### src/rtl/control_sequencer.sv
// ---------------------------------------------------------------------------
// control_sequencer
//
// Multi-cycle sequencer for the control unit. Holds the instruction
// register, the execute sub-state and the latched ALU flags. It also drives
// the 33-bit control word onto the datapath. Each instruction is one fetch
// cycle followed by one or more execute cycles. The execute-cycle control
// words come from external opcode decoders, which are selected from `ir`.
// The sequencer stalls on memory wait states and suppresses side effects
// while stalled. It parks in HALT on an all-zero instruction or when the
// memory bus times out.
//
// Optional feature macro: CONTROL_SEQUENCER_PERF_EN
//   defined   -> retired_count / stall_count are live 32-bit wrapping counters
//   undefined -> both outputs are constant 0 and no counter flops exist
//
// Parameters:
//   MAX_WAIT      consecutive mem_ready-low cycles tolerated (1..255)
// Ports:
//   clock         single clock, rising edge
//   reset         synchronous, active-high
//   data_bus      shared databus; instruction taken from [31:0] in fetch
//   mem_ready     RAM completes the current access this cycle
//   status_in     ALU flags
//   cw_dec        decoder control word for the current (ir, state, status)
//   ir            instruction register
//   state         execute sub-state
//   status        latched flags
//   cw            control word to the datapath (combinational)
//   halted        sequencer is parked
//   bus_error     sticky memory-timeout flag
//   retired_count retired-instruction counter
//   stall_count   wait-cycle counter
// ---------------------------------------------------------------------------
module control_sequencer #(
   parameter int unsigned MAX_WAIT = 15
) (
   input  logic        clock,
   input  logic        reset,
   input  logic [63:0] data_bus,
   input  logic        mem_ready,
   input  logic [4:0]  status_in,
   input  logic [32:0] cw_dec,
   output logic [31:0] ir,
   output logic [1:0]  state,
   output logic [4:0]  status,
   output logic [32:0] cw,
   output logic        halted,
   output logic        bus_error,
   output logic [31:0] retired_count,
   output logic [31:0] stall_count
);

   typedef enum logic [1:0] {
      PH_FETCH = 2'd0,
      PH_EXEC  = 2'd1,
      PH_HALT  = 2'd2
   } phase_t;

   // Control word bit positions
   localparam int RF_W_BIT      = 9;
   localparam int RAM_EN_BIT    = 8;
   localparam int RAM_W_BIT     = 7;
   localparam int PC_FS_LSB     = 4;
   localparam int STATUS_LD_BIT = 2;

   // alu_fs = 11111, rf_sa = rf_sb = 31, everything else 0
   localparam logic [32:0] NOP_WORD   = 33'h0_7DFF_8000;
   localparam logic [7:0]  MAX_WAIT_C = 8'(MAX_WAIT);

   phase_t      phase_q, phase_d;
   logic [31:0] ir_q, ir_d;
   logic [1:0]  state_q, state_d;
   logic [4:0]  status_q, status_d;
   logic        halted_q, halted_d;
   logic        bus_error_q, bus_error_d;
   logic [7:0]  wait_q, wait_d;

   logic        stall;
   logic        wait_cycle;
   logic        retire;
   logic        timeout;

   // Only the low word of the databus carries instructions.
   logic        unused_bus_hi;
   assign unused_bus_hi = ^data_bus[63:32];

   always_comb begin
      stall      = (phase_q == PH_EXEC) &&
                   (cw_dec[RAM_EN_BIT] || cw_dec[RAM_W_BIT]) && !mem_ready;
      wait_cycle = ((phase_q == PH_FETCH) && !mem_ready) || stall;
      retire     = (phase_q == PH_EXEC) && !stall && (cw_dec[1:0] == 2'b00);
      // Counter already at the limit and memory still not ready: the
      // count would exceed MAX_WAIT on this edge.
      timeout    = wait_cycle && (wait_q >= MAX_WAIT_C);

      phase_d     = phase_q;
      ir_d        = ir_q;
      state_d     = state_q;
      status_d    = status_q;
      bus_error_d = bus_error_q;
      wait_d      = wait_cycle ? (wait_q + 8'd1) : 8'd0;

      case (phase_q)
         PH_FETCH: begin
            if (mem_ready) begin
               ir_d    = data_bus[31:0];
               state_d = 2'd0;
               phase_d = (data_bus[31:0] == 32'h0) ? PH_HALT : PH_EXEC;
            end
         end
         PH_EXEC: begin
            if (!stall) begin
               if (cw_dec[STATUS_LD_BIT]) begin
                  status_d = status_in;
               end
               if (cw_dec[1:0] == 2'b00) begin
                  phase_d = PH_FETCH;
                  state_d = 2'd0;
               end else begin
                  state_d = cw_dec[1:0];
               end
            end
         end
         default: begin
            phase_d = PH_HALT;
         end
      endcase

      if (timeout) begin
         bus_error_d = 1'b1;
         phase_d     = PH_HALT;
         wait_d      = wait_q;
      end

      halted_d = (phase_d == PH_HALT);
   end

   always_ff @(posedge clock) begin
      if (reset) begin
         phase_q     <= PH_FETCH;
         ir_q        <= 32'h0;
         state_q     <= 2'd0;
         status_q    <= 5'd0;
         halted_q    <= 1'b0;
         bus_error_q <= 1'b0;
         wait_q      <= 8'd0;
      end else begin
         phase_q     <= phase_d;
         ir_q        <= ir_d;
         state_q     <= state_d;
         status_q    <= status_d;
         halted_q    <= halted_d;
         bus_error_q <= bus_error_d;
         wait_q      <= wait_d;
      end
   end

   // Control word to the datapath
   always_comb begin
      cw = NOP_WORD;
      if (!reset) begin
         case (phase_q)
            PH_FETCH: begin
               cw[RAM_EN_BIT] = 1'b1;
               if (mem_ready) begin
                  cw[PC_FS_LSB+1:PC_FS_LSB] = 2'b01;
               end
            end
            PH_EXEC: begin
               cw = cw_dec;
               // A stalled access must not write anything or move the PC.
               if (stall) begin
                  cw[RF_W_BIT]                = 1'b0;
                  cw[RAM_W_BIT]               = 1'b0;
                  cw[PC_FS_LSB+1:PC_FS_LSB]   = 2'b00;
                  cw[STATUS_LD_BIT]           = 1'b0;
               end
            end
            default: begin
               cw = NOP_WORD;
            end
         endcase
      end
   end

   assign ir        = ir_q;
   assign state     = state_q;
   assign status    = status_q;
   assign halted    = halted_q;
   assign bus_error = bus_error_q;

`ifdef CONTROL_SEQUENCER_PERF_EN
   logic [31:0] retired_q, retired_d;
   logic [31:0] stalls_q, stalls_d;

   always_comb begin
      retired_d = retire ? (retired_q + 32'd1) : retired_q;
      stalls_d  = wait_cycle ? (stalls_q + 32'd1) : stalls_q;
   end

   always_ff @(posedge clock) begin
      if (reset) begin
         retired_q <= 32'd0;
         stalls_q  <= 32'd0;
      end else begin
         retired_q <= retired_d;
         stalls_q  <= stalls_d;
      end
   end

   assign retired_count = retired_q;
   assign stall_count   = stalls_q;
`else
   logic unused_perf;
   assign unused_perf   = retire;
   assign retired_count = 32'd0;
   assign stall_count   = 32'd0;
`endif

endmodule

### config.mk
export PLATFORM = sky130hd
export DESIGN_NAME = control_sequencer
export DESIGN_NICKNAME = d
export VERILOG_FILES = /design/src/rtl/control_sequencer.sv
export SDC_FILE = /design/constraint.sdc
export NUM_CORES = 1
export LEC_CHECK = 0
export ABC_CLOCK_PERIOD_IN_PS = 3100
export BUFFER_PORTS_ARGS = -buffer_cell sky130_fd_sc_hd__buf_2
export CORE_AREA = 2 2 95 97
export CTS_CLUSTER_SIZE = 12
export DETAILED_ROUTE_END_ITERATION = 10
export DIE_AREA = 0 0 97 99
export GPL_TIMING_DRIVEN = 1
export PLACE_DENSITY = 0.71
export SETUP_SLACK_MARGIN = 0.2
export SYNTH_ARGS = -nofsm -noshare
export SYNTH_HDL_FRONTEND = slang
export SYNTH_SLANG_ARGS = --single-unit
### constraint.sdc
create_clock -name clock -period 3.1 [get_ports clock]
set_input_delay 0.93 -clock clock [delete_from_list [all_inputs] [get_ports clock]]
set_output_delay 0.93 -clock clock [all_outputs]
set_load 0.02 [all_outputs]
==> flow_summary_export.csv <==
group,metric,value,unit
status,status,"finished clean",
clock_tree,ctsHoldBuffers,0,
yosys,synth_cell_types,38,
worst_hold_path,min_path_type,"reg -> reg",
yosys,syn-mean-instance-area,7.98,sq um
place,hpwl,5260,um
clock_tree,cts.sinks,51,
floorplan,start_util,31.2,%
clock_tree,htreeDepth,2,
global_route,grt_pass1_vias,2226,
finish,area_growth,25.8,%
detailed_routing,viasPerCell,4.30,
yosys,yosysTopAreaCellShare,38.3,%
setup_path,end_kind,"output port",
power_and_ir_drop,finalPower,1.41,mW
finish,drive_gt1_share,34.7,%
yosys,yosysMostFrequentCell,"nand2_1",
global_route,grt_pass1_wl,10400,um
yosys,synth_common_cells,"nand2_1, buf_4, dfxtp_1",
clock_tree,tritoncts,"yes",
setup_path,crit_type,"in -> out",
timing,tns,0,ps
setup_path,startpoint_type,"primary input",
clock_tree,cts_buffers,5,
detailed_routing,routedWlPerCell,11.4,um
setup_path,cp_max_fo,7,
floorplan,fp.dieArea,9600,sq um
timing,drv_slew,0,
floorplan,core_area,8550,sq um
clock_tree,clock_path_buffers,2,
job,cap_violations,0,
power_and_ir_drop,p_int,0.952,mW
power_and_ir_drop,power_switching,0.459,mW
yosys,ys.flop_type,"dfxtp_1",
detailed_routing,num_vias,2527,
yosys,synth_edf_count,0,
yosys,synth_warnings,0,
finish,antenna_cells,0,
floorplan,die_w,97,um
floorplan,rows,34,
detailed_routing,drt_first_pass_iters,4,
place,placed_cell_area,3240,sq um
yosys,syn_area,2670,sq um
yosys,synthCells,334,
setup_path,crit_buf_inv,2,
clock_tree,clk_pin_slew,80,ps
detailed_routing,drt_iter0_markers,107,
setup_path,cpMostUsedCell,"buf_2",
timing,period_share,89.1,%
yosys,yosysSeqAreaShare,38.3,%
finish,layout.nets,584,
power_and_ir_drop,seq_power_share,49.9,%
yosys,ys_ff_latch,51,
setup_path,worstPathCellList,"buf_2, o21bai_4, and4_1, nor2b_1, buf_2",
setup_path,critical_path_arrival,1830,ps
place,gp_congestion,0.783,
setup_path,crit_required,2170,ps
timing,final_hold_viol_count,0,
power_and_ir_drop,vdd_drop_max,0.000258,V
clock_tree,clk_latency,290,ps
timing,post-route-min-period,2760,ps
setup_path,path_delay_family,"simple AND/OR/NAND/NOR gates",
power_and_ir_drop,power_frac_comb,24.3,%
timing,worst_slew_pin_slew,506,ps
clock_tree,cts_root_buf,"clkbuf_8",
setup_path,crit_path_top_delay_cell,"and4_1",
detailed_routing,drc_errors,0,
timing,slew_headroom,66.2,%
power_and_ir_drop,swShare,32.5,%
timing,rsz0062_at_grt,"no",
detailed_routing,ant_nets,0,
global_route,antenna_found_initial,0,
timing,max_clock_freq,362,MHz
yosys,synth_area_leaders,"dfxtp_1, buf_4, nand2_1",
global_route,grt_start_max_net_pins,34,
power_and_ir_drop,p_leak,1.69,nW
place,io_buffers,146,
yosys,async_flop_share,0,%
floorplan,ios,243,
timing,clock_skew,3.19,ps
floorplan,dieHeight,99,um
setup_path,max_stage_delay,250,ps
yosys,synth_largest_area_cell,"dfxtp_1",
finish,finish.instance_area,3350,sq um
global_route,grt_usage,12.9,%
timing,hold_slack,447,ps
detailed_routing,postRouteWirelength,6670,um
timing,setup_violations,0,
global_route,grt_overflow_total,0,
power_and_ir_drop,powerDensity,420,nW/um^2
power_and_ir_drop,p_clk_share,25.8,%
final cells by class:
class                           count  area (sq um)
Inverter                            3          11.3
Clock buffer                        7          76.3
Timing Repair Buffer              153           783
Multi-Input combinational cell    264          1320
Sequential cell                    51          1020
Fill cell                         891          5200
Clock inverter                      1          5.00
Tap cell                          108           135
metal layers:
metal | track usage, % | wire length, um
met1 | 15.6 | 2850
met2 | 23.6 | 3320
met3 | 2.84 | 456
met4 | 2.60 | 49
met5 | 0 | 0
tightest hold or removal path, stage by stage (launching register included):
cell	delay, ps
dfxtp_1	310
inv_1	40
a21oi_1	50
path summary, 6_finish.rpt:
path              depth (start not counted)                      to  slack, ps                    from
setup reg to reg                          6   state[1]$_SDFFE_PP0P_       1390   phase_q[1]$_SDFF_PP0_
hold reg to reg                           2  bus_error$_SDFFE_PP0P_        450  bus_error$_SDFFE_PP0P_
hold / removal                            2  bus_error$_SDFFE_PP0P_        450  bus_error$_SDFFE_PP0P_
setup / recovery                          5                   cw[2]        340               cw_dec[7]
power groups by stage:
stage               sequential, mW  combinational, mW  clock (mW)
detailed placement           0.719              0.337           0
global placement             0.718              0.333           0
finish                       0.704              0.342       0.364
floorplan                    0.754              0.248           0
global route                 0.709              0.374       0.406
CTS                          0.704              0.338       0.381
cell families (layout without fill, tap and decap cells):
kind of cell               after synthesis  in the layout  synth area share [%]
and+or+nand+nor                        144            145                  26.7
buffers and inverters                   83            164                  21.7
DFF                                     51             51                  38.3
AOI/OAI and AO/OA                       46             46                  9.90
muxes                                    5              5                  1.88
xor gates and xnor gates                 3              3                 0.986
adders and majority gates                1              1                 0.469
other                                    1             64                 0.141
state kept, by name (all words and copies together), names as in the netlist:
register   cells
phase_q        2
halted         1
ir            32
state          2
bus_error      1
status         5
wait_q         8
timing repair:
action | CTS | global route
buffers inserted | 0 | 2
gates cloned | 0 | 1
gates resized for setup | 1 | 1
pin swaps | 0 | 1
endpoints found under the setup margin | 1 | 3
cells in the final DEF (no fill, tap or decap), types with 2 or more instances in the layout:
| cell | instances |
|---|---|
| inv_1 | 3 |
| a21oi_1 | 37 |
| a32o_1 | 2 |
| nor4_1 | 8 |
| or3_1 | 16 |
| nor2_1 | 15 |
| buf_2 | 146 |
| nand3_1 | 4 |
| and3_1 | 3 |
| conb_1 | 64 |
| dfxtp_1 | 51 |
| nand2_1 | 69 |
| buf_4 | 7 |
| xor2_1 | 3 |
| nand4_1 | 3 |
| nor2b_1 | 2 |
| mux2i_1 | 5 |
| and2_1 | 16 |
| clkbuf_8 | 5 |
| clkbuf_1 | 2 |
stage by stage:
| stage | setup slack (ps) | util, % | cells |
|---|---|---|---|
| 3_5_place_dp | 212 | 37.9 | 576 |
| 6_report | 338 | 39.2 | 587 |
| 3_3_place_gp | 241 | 37.9 | 576 |
| 4_1_cts | 216 | 38.9 | 584 |
| 2_1_floorplan | 304 | - | 397 |
| 5_1_grt | 207 | 39.2 | 587 |
(Power assumes the default switching activity.)
